`src/rtl/uart_baud_pkg.sv`:
```
// Shared constants for the UART baud-tick generator: the selectable baud table
// and the elaboration-time phase-increment calculation.
package uart_baud_pkg;

  localparam int SEL_W          = 3;
  localparam int OVERSAMPLE_DEF = 16;

  localparam logic [31:0] BAUD [8] = '{
    32'd9600,   32'd19200,  32'd38400,  32'd57600,
    32'd115200, 32'd230400, 32'd460800, 32'd921600
  };

  // round(baud * oversample * 2^acc_w / clk_hz); only ever called on constants
  function automatic logic [63:0] inc_calc(input logic [31:0]   baud,
                                           input int unsigned   oversample,
                                           input int unsigned   acc_w,
                                           input logic [63:0]   clk_hz);
    logic [127:0] num;
    num = (128'(baud) * 128'(oversample)) << acc_w;
    return 64'((num + 128'(clk_hz >> 1)) / 128'(clk_hz));
  endfunction

endpackage

```
`src/rtl/uart_nco.sv`:
```
// Fractional phase accumulator: carry pulses at inc/2^ACC_W of the clock rate.
// The increment is reloaded synchronously; a low enable clears the phase.
module uart_nco #(
  parameter int unsigned       ACC_W   = 32,
  parameter logic [ACC_W-1:0]  INC_RST = '0
) (
  input  logic             clk_50m,
  input  logic             rst_n,
  input  logic             en,
  input  logic             load,
  input  logic [ACC_W-1:0] inc_new,
  output logic             carry
);

  logic [ACC_W-1:0] acc;
  logic [ACC_W-1:0] inc;
  logic [ACC_W:0]   sum;

  assign sum   = {1'b0, acc} + {1'b0, inc};
  assign carry = en & sum[ACC_W];

  always_ff @(posedge clk_50m or negedge rst_n) begin
    if (!rst_n) begin
      acc <= '0;
      inc <= INC_RST;
    end else begin
      acc <= en ? sum[ACC_W-1:0] : '0;
      if (load)
        inc <= inc_new;
    end
  end

endmodule

```
`src/rtl/uart_baud_gen.sv`:
```
// UART baud-tick generator: oversample tick, bit tick and re-alignable mid-bit
// strobe, all used as clock enables; baud selectable at run time by handshake.
module uart_baud_gen
  import uart_baud_pkg::*;
#(
  parameter int unsigned CLK_HZ      = 50_000_000,
  parameter int unsigned OVERSAMPLE  = OVERSAMPLE_DEF,
  parameter int unsigned ACC_W       = 32,
  parameter int unsigned DEFAULT_SEL = 0
) (
  input  logic             clk_50m,
  input  logic             rst_n,
  input  logic             en,
  input  logic             cfg_valid,
  input  logic [SEL_W-1:0] cfg_sel,
  output logic             cfg_ready,
  input  logic             rx_align,
  output logic             rx_tick,
  output logic             tx_tick,
  output logic             rx_sample,
  output logic             rx_active
);

  localparam int unsigned CNT_W = $clog2(OVERSAMPLE);
  localparam logic [CNT_W-1:0] LAST   = CNT_W'(OVERSAMPLE - 1);
  localparam logic [CNT_W-1:0] MID_M1 = CNT_W'(OVERSAMPLE / 2 - 1);

  localparam logic [ACC_W-1:0] INC_TBL [8] = '{
    ACC_W'(inc_calc(BAUD[0], OVERSAMPLE, ACC_W, 64'(CLK_HZ))),
    ACC_W'(inc_calc(BAUD[1], OVERSAMPLE, ACC_W, 64'(CLK_HZ))),
    ACC_W'(inc_calc(BAUD[2], OVERSAMPLE, ACC_W, 64'(CLK_HZ))),
    ACC_W'(inc_calc(BAUD[3], OVERSAMPLE, ACC_W, 64'(CLK_HZ))),
    ACC_W'(inc_calc(BAUD[4], OVERSAMPLE, ACC_W, 64'(CLK_HZ))),
    ACC_W'(inc_calc(BAUD[5], OVERSAMPLE, ACC_W, 64'(CLK_HZ))),
    ACC_W'(inc_calc(BAUD[6], OVERSAMPLE, ACC_W, 64'(CLK_HZ))),
    ACC_W'(inc_calc(BAUD[7], OVERSAMPLE, ACC_W, 64'(CLK_HZ)))
  };

  if ((64'(BAUD[7]) * 64'(OVERSAMPLE) >= 64'(CLK_HZ)) ||
      (OVERSAMPLE < 4) || (OVERSAMPLE % 2 != 0)) begin : g_bad_cfg
    $error("uart_baud_gen: OVERSAMPLE must be even and >= 4, and top baud x OVERSAMPLE below CLK_HZ");
  end

  logic             carry;
  logic             tx_wrap;
  logic             load;
  logic             pending;
  logic [SEL_W-1:0] sel_q;
  logic [CNT_W-1:0] tx_cnt;
  logic [CNT_W-1:0] rx_phase;

  assign tx_wrap = carry && (tx_cnt == LAST);
  // A pending baud change lands on a bit boundary so no bit is ever split
  assign load    = pending && (!en || tx_wrap);

  uart_nco #(
    .ACC_W   (ACC_W),
    .INC_RST (INC_TBL[SEL_W'(DEFAULT_SEL)])
  ) u_nco (
    .clk_50m (clk_50m),
    .rst_n   (rst_n),
    .en      (en),
    .load    (load),
    .inc_new (INC_TBL[sel_q]),
    .carry   (carry)
  );

  // An align on a carry cycle wins, so that tick does not count toward rx_phase
  always_ff @(posedge clk_50m or negedge rst_n) begin
    if (!rst_n) begin
      tx_cnt    <= '0;
      rx_phase  <= '0;
      rx_active <= 1'b0;
      rx_tick   <= 1'b0;
      tx_tick   <= 1'b0;
      rx_sample <= 1'b0;
    end else if (!en) begin
      tx_cnt    <= '0;
      rx_phase  <= '0;
      rx_active <= 1'b0;
      rx_tick   <= 1'b0;
      tx_tick   <= 1'b0;
      rx_sample <= 1'b0;
    end else begin
      rx_tick <= carry;
      tx_tick <= tx_wrap;
      if (carry)
        tx_cnt <= tx_wrap ? '0 : tx_cnt + 1'b1;
      if (rx_align) begin
        rx_phase  <= '0;
        rx_active <= 1'b1;
        rx_sample <= 1'b0;
      end else if (carry && rx_active) begin
        rx_phase  <= (rx_phase == LAST) ? '0 : rx_phase + 1'b1;
        rx_sample <= (rx_phase == MID_M1);
      end else begin
        rx_sample <= 1'b0;
      end
    end
  end

  always_ff @(posedge clk_50m or negedge rst_n) begin
    if (!rst_n) begin
      pending   <= 1'b0;
      cfg_ready <= 1'b1;
      sel_q     <= SEL_W'(DEFAULT_SEL);
    end else if (load) begin
      pending   <= 1'b0;
      cfg_ready <= 1'b1;
    end else if (cfg_valid && cfg_ready) begin
      sel_q     <= cfg_sel;
      pending   <= 1'b1;
      cfg_ready <= 1'b0;
    end
  end

endmodule

```
`config.mk`:
```
export PLATFORM = sky130hd
export DESIGN_NAME = uart_baud_gen
export DESIGN_NICKNAME = d
export VERILOG_FILES = /design/src/rtl/uart_baud_pkg.sv /design/src/rtl/uart_nco.sv /design/src/rtl/uart_baud_gen.sv
export SDC_FILE = /design/constraint.sdc
export NUM_CORES = 1
export LEC_CHECK = 0
export BUFFER_PORTS_ARGS = -buffer_cell sky130_fd_sc_hd__buf_2
export CAP_MARGIN = 20
export CORE_ASPECT_RATIO = 1.75
export CORE_MARGIN = 1
export CORE_UTILIZATION = 62
export DETAILED_ROUTE_END_ITERATION = 8
export HOLD_SLACK_MARGIN = 0.06
export PLACE_DENSITY_LB_ADDON = 0.08
export SETUP_SLACK_MARGIN = 0.15
export SYNTH_ARGS = -nofsm -noshare
export SYNTH_HDL_FRONTEND = slang
export SYNTH_SLANG_ARGS = --single-unit
```
`constraint.sdc`:
```
create_clock -name clk_50m -period 3.2 [get_ports clk_50m]
set_input_delay 0.32 -clock clk_50m [delete_from_list [all_inputs] [get_ports clk_50m]]
set_output_delay 0.32 -clock clk_50m [all_outputs]
set_load 0.02 [all_outputs]
```
# Yosys cells after proc, flatten, opt, wreduce, memory -nomap -nowiden
# Memories as Yosys holds them, arrays and structs flattened. A register that Yosys moved wholly into a read port is not among the register bits.
# Cells that the tools add are included.
[totals] regBits=49 elab_cells=51 mem_bits_ro=256 out_inout_bits=5 mem_count=1
[classes] n_mux=19 bitwise_logic=3 n_reduce_logical=9 addsub=3 eq_ne=6
[mem_list] memory="(no name shown)" depth=8 width=32 read_ports=1 rd_clocked_by_memory_dff=1 write_ports=0 line_no="uart_baud_gen.sv:64" source=".inc_new (INC_TBL[sel_q]),"
[op_table] op="32-bit by 32-bit adder with 33-bit output" count=1
[op_table] op="32-bit two-way mux" count=1
[op_table] op="4-bit two-way mux" count=7
[op_table] op="1-bit two-way mux" count=11
[op_table] op="4-bit by 1-bit adder with 4-bit output, second input constant" count=2
[op_table] op="4-bit == test, second input constant" count=2
[op_table] op="4-bit by 3-bit == test with 1-bit output, second input constant" count=1
[op_table] op="1-bit logical AND" count=4
[op_table] op="2-bit by 1-bit inequality test with 1-bit output, second input constant" count=2
[op_table] op="3-bit inverter with 4-bit output" count=1
[op_table] op="3-bit by 1-bit inequality test with 1-bit output, second input constant" count=1
[op_table] op="1-bit logical NOT" count=2
[op_table] op="2-bit AND reduction" count=1
[op_table] op="2-bit nonzero test" count=1
[op_table] op="1-bit AND" count=1
[op_table] op="1-bit logical OR" count=1
[op_table] op="1-bit inverter" count=1

# Longest topological paths before layout
[logic_depth] word_depth=7 mapped_depth=12 mapped_depth_nobuf=11

# Hierarchy
# From an unflattened synthesis, not the netlist that was laid out.
[hier_totals] hier_cells=493 area_unflattened_um2=5023.6
[modules_own_cells] mod="uart_nco" n_inst=1 cells_per_inst=372 area_per_inst_um2=3907.5
[modules_own_cells] mod="uart_baud_gen" n_inst=1 cells_per_inst=121 area_per_inst_um2=1116.1

# Least setup slack after synthesis
# OpenSTA, ideal clock, no wires.
[synth_path] kind="register -> register" from="register u_nco.inc[0]" to="register u_nco.inc[10]" path_stages_with_launch=13 path_slack_ns=0.487 setup_time_ns=0.125 synth_period_minus_slack_ns=2.713 required_time_ns=3.075 t_arrival_ns=2.588 cell_sequence="dfrtp_1 > ha_1 > inv_1 > fa_1 > nor2b_4 > o31ai_2 > a211oi_2 > nor3_2 > or2_4 > o2bb2ai_4 > a31o_4 > buf_12 > mux2_4"
[synth_via] elab_chain_len=5
[synth_lines] item="from (decl)" line_no="uart_nco.sv:16" source="logic [ACC_W-1:0] inc;"
[synth_lines] item="32-bit by 32-bit adder with 33-bit output" line_no="uart_nco.sv:19" source="assign sum = {1'b0, acc} + {1'b0, inc};"
[synth_lines] item="1-bit AND" line_no="uart_nco.sv:20" source="assign carry = en & sum[ACC_W];"
[synth_lines] item="1-bit logical AND" line_no="uart_baud_gen.sv:52" source="assign tx_wrap = carry && (tx_cnt == LAST);"
[synth_lines] item="1-bit logical OR" line_no="uart_baud_gen.sv:54" source="assign load = pending && (!en || tx_wrap);"
[synth_lines] item="1-bit logical AND" line_no="uart_baud_gen.sv:54"
# Every way passes these cells.
# A chain may end at the register's enable or synchronous reset.

# Worst setup path after layout
[layout_path] from="register u_nco.inc[0]" to="register u_nco.inc[29]"
# The elaborated chain is that of the path after synthesis.

==> qor.yml <==
run:
  max_cap_violations: 0
routing:
  viasPerCell: 5.87
  via_count: 3538
  drt-pass1-iter-count: 5
  ant_nets: 0
  drc: 0
  wirelength_um: 10200
  wl_per_cell_um: 16.9
  first_iter_violations: 163
yosys:
  yosys.area_share.simple: 0.156
  yosysSeqAreaShare: 0.395
  synth_top_family_by_area: "compound AO/OA/AOI/OAI gates"
  syn_nets: 537
  synth_area_sq_um: 5050
  synthFlopType: "dfrtp_1"
  synth_cell_types: 61
  synthCells: 486
  avgSynthCellArea_sq_um: 10.4
  synth_edf_count: 0
  synth_seq_cells: 79
  synth-xor-area-share: 0.0278
  ys_warn_count: 0
  netlist.area_leader.share: 0.327
  async_reset_ff_frac: 1.00
  yosys.area.top_type: "dfrtp_1"
  synthMuxAreaShare: 0.114
  synth-compound-area-share: 0.159
  ys_top_cells_by_area: "dfrtp_1 33%, ha_1 10%, mux2_4 7.1%, dfstp_2 6.8%, a21o_1 3.9%"
  synthAdderAreaFrac: 0.108
floorplanning:
  core_sq_um: 7910
  initial_core_util: 0.638
  fp.dieW_um: 70.2
  die_area_sq_um: 8520
  io-pin-count: 13
  die_h_um: 121
  row_count: 43
clock_network:
  cts_tree: "done"
  worst_skew_pair.late_latency_ps: 330
  clkTransAtPathRegs_ps: 60
  root_buffer: "clkbuf_16"
  h-tree-depth: 3
  cts_buffers: 9
  cts_sinks: 79
  clockBufferDepth: 2
  hold_buffers: 0
global_route:
  grt_max_degree: 80
  grt_busiest_layer: "met2"
  grt.met1_usage: 0.298
  grt_pass1_vias: 3673
  grt_use_met3: 0.0482
  use_met2: 0.471
  grtUsageTotal: 0.259
  antenna_found_initial: 0
  grt-ovfl-total: 0
  grt_pass1_wl_um: 17200
critical_path:
  crit_type: "reg2reg"
  crit_path_max_fanout: 8
  cp_data_required_time_ps: 3420
  crit_path_end_kind: "flop"
  startpoint_type: "flop"
  arrival_ps: 3170
  r2r_cells: 12
sta:
  worst_pin_slew_ps: 990
  hold_viol: 0
  min_period_over_period: 0.924
  skew_ps: 6.57
  slew_violations: 0
  slew_headroom: 0.340
  setup_viol: 0
  tns_ps: 0
  clock.fmax_mhz: 338
  grt_setup_unrepaired: "false"
  period_needed_ps: 2960
  holdWs_ps: 128
layout:
  final_cell_mix: "66 x dfrtp_1, 43 x nand2_1, 41 x ha_1"
  antennaDiodeCount: 0
  final_area_sq_um: 5590
  post-route-util: 0.707
  final_nets: 559
  final_common_cell: "dfrtp_1"
  area_growth_pct: 10.9
  layout-drive-gt1-share: 0.193
min_path:
  hold_class: "in2async"
power_and_ir_drop:
  leakage_uw: 0.00288
  ir_worst_vdd_mv: 0.393
  power-per-cell-area_nw_per_um2: 402
outcome:
  status: "complete, no violations"
place:
  dpl_cell_area_sq_um: 5190
  hpwl_um: 7400
  buffer_ports.inserted: 12
  place_congestion: 0.832
-- report_power, final --
part | switching (uW) | internal (uW)
clock network | 395 | 625
logic | 118 | 81.0
registers | 10.2 | 1020
total | 523 | 1730
-- logic make-up after synthesis --
kind of cell	after synthesis
muxes	45
AOI/OAI and AO/OA	116
adders and majority gates	43
buffers and inverters	38
xor gates and xnor gates	16
and+or+nand+nor	149
DFF	79
-- final timing paths --
kind | to | start | slack (ps)
min in group clk_50m | sel_q[0] | cfg_sel[0] | 210
worst max register to register | u_nco.inc[29] | u_nco.inc[0] | 240
worst min-delay path | u_nco.acc[27] | rst_n | 130
max in group asynchronous | u_nco.acc[17] | rst_n | 2400
worst min register to register | u_nco.inc[19] | u_nco.inc[19] | 510
worst max-delay path | u_nco.inc[29] | u_nco.inc[0] | 240
-- cells in the mapped netlist (2+ instances only) --
cell      instances
dfrtp_1          66
nand2_1          43
ha_1             42
a21o_1           26
a21oi_1          26
mux2_4           24
nor2_1           22
inv_1            21
o21ai_0          21
and2_1           20
mux2i_1          17
dfstp_2          13
nand2b_1         13
clkbuf_1         10
xnor2_1           9
and3_1            8
nand3_1           8
a31oi_1           7
nor2b_1           7
nor3_1            7
o21a_1            7
xor2_1            7
a211oi_1          5
nand4_1           4
buf_12            3
mux2_1            3
nor3b_1           3
o31ai_1           3
a21boi_0          2
and3b_1           2
buf_2             2
nand3_2           2
o21ai_1           2
o22ai_1           2
or2_2             2
or3_1             2
-- per-layer routing --
layer  wire length, um  share of wire
met1              4330           0.42
met2              5530           0.54
met3               157          0.015
met4               185          0.018
met5                 0              0
-- final cells by class --
class	count	area (sq um)
clock inverter	5	56.3
tap	90	113
timing repair buffer	28	250
clock buffer	11	243
fill	597	2310
inverter	21	78.8
multi-input combinational	369	2860
sequential	79	1990
-- timing repair --
| item | in CTS | in global routing |
|---|---|---|
| resized for setup | 0 | 4 |
| setup buffers | 0 | 5 |
| endpoints found under the setup margin | 0 | 22 |
-- sequential cells by signal, indices dropped and copies added, names as in the netlist --
signal and flops:
rx_tick 1, cfg_ready 1, tx_cnt 4, rx_active 1, pending 1, rx_phase 4
rx_sample 1, sel_q 3, tx_tick 1, u_nco.acc 32, u_nco.inc 30
-- worst max-delay path, stage by stage, from the launching register on --
cell	delay (ps)
dfrtp_1	350
ha_2	200
inv_1	50
fa_2	360
nor2b_4	140
o31ai_2	80
a211oi_2	360
nor3_2	120
or2_4	260
o2bb2ai_4	150
a31o_4	300
buf_4	180
mux2_4	290
-- per-stage QoR --
step	setup slack [ps]	instances	total power, uW
floorplan	487	486	1180
global route	139	603	2360
CTS	155	596	2280
detailed placement	187	580	1250
finish	244	603	2250
global placement	225	580	1240
Note: power is estimated with default switching activity, not from simulation.
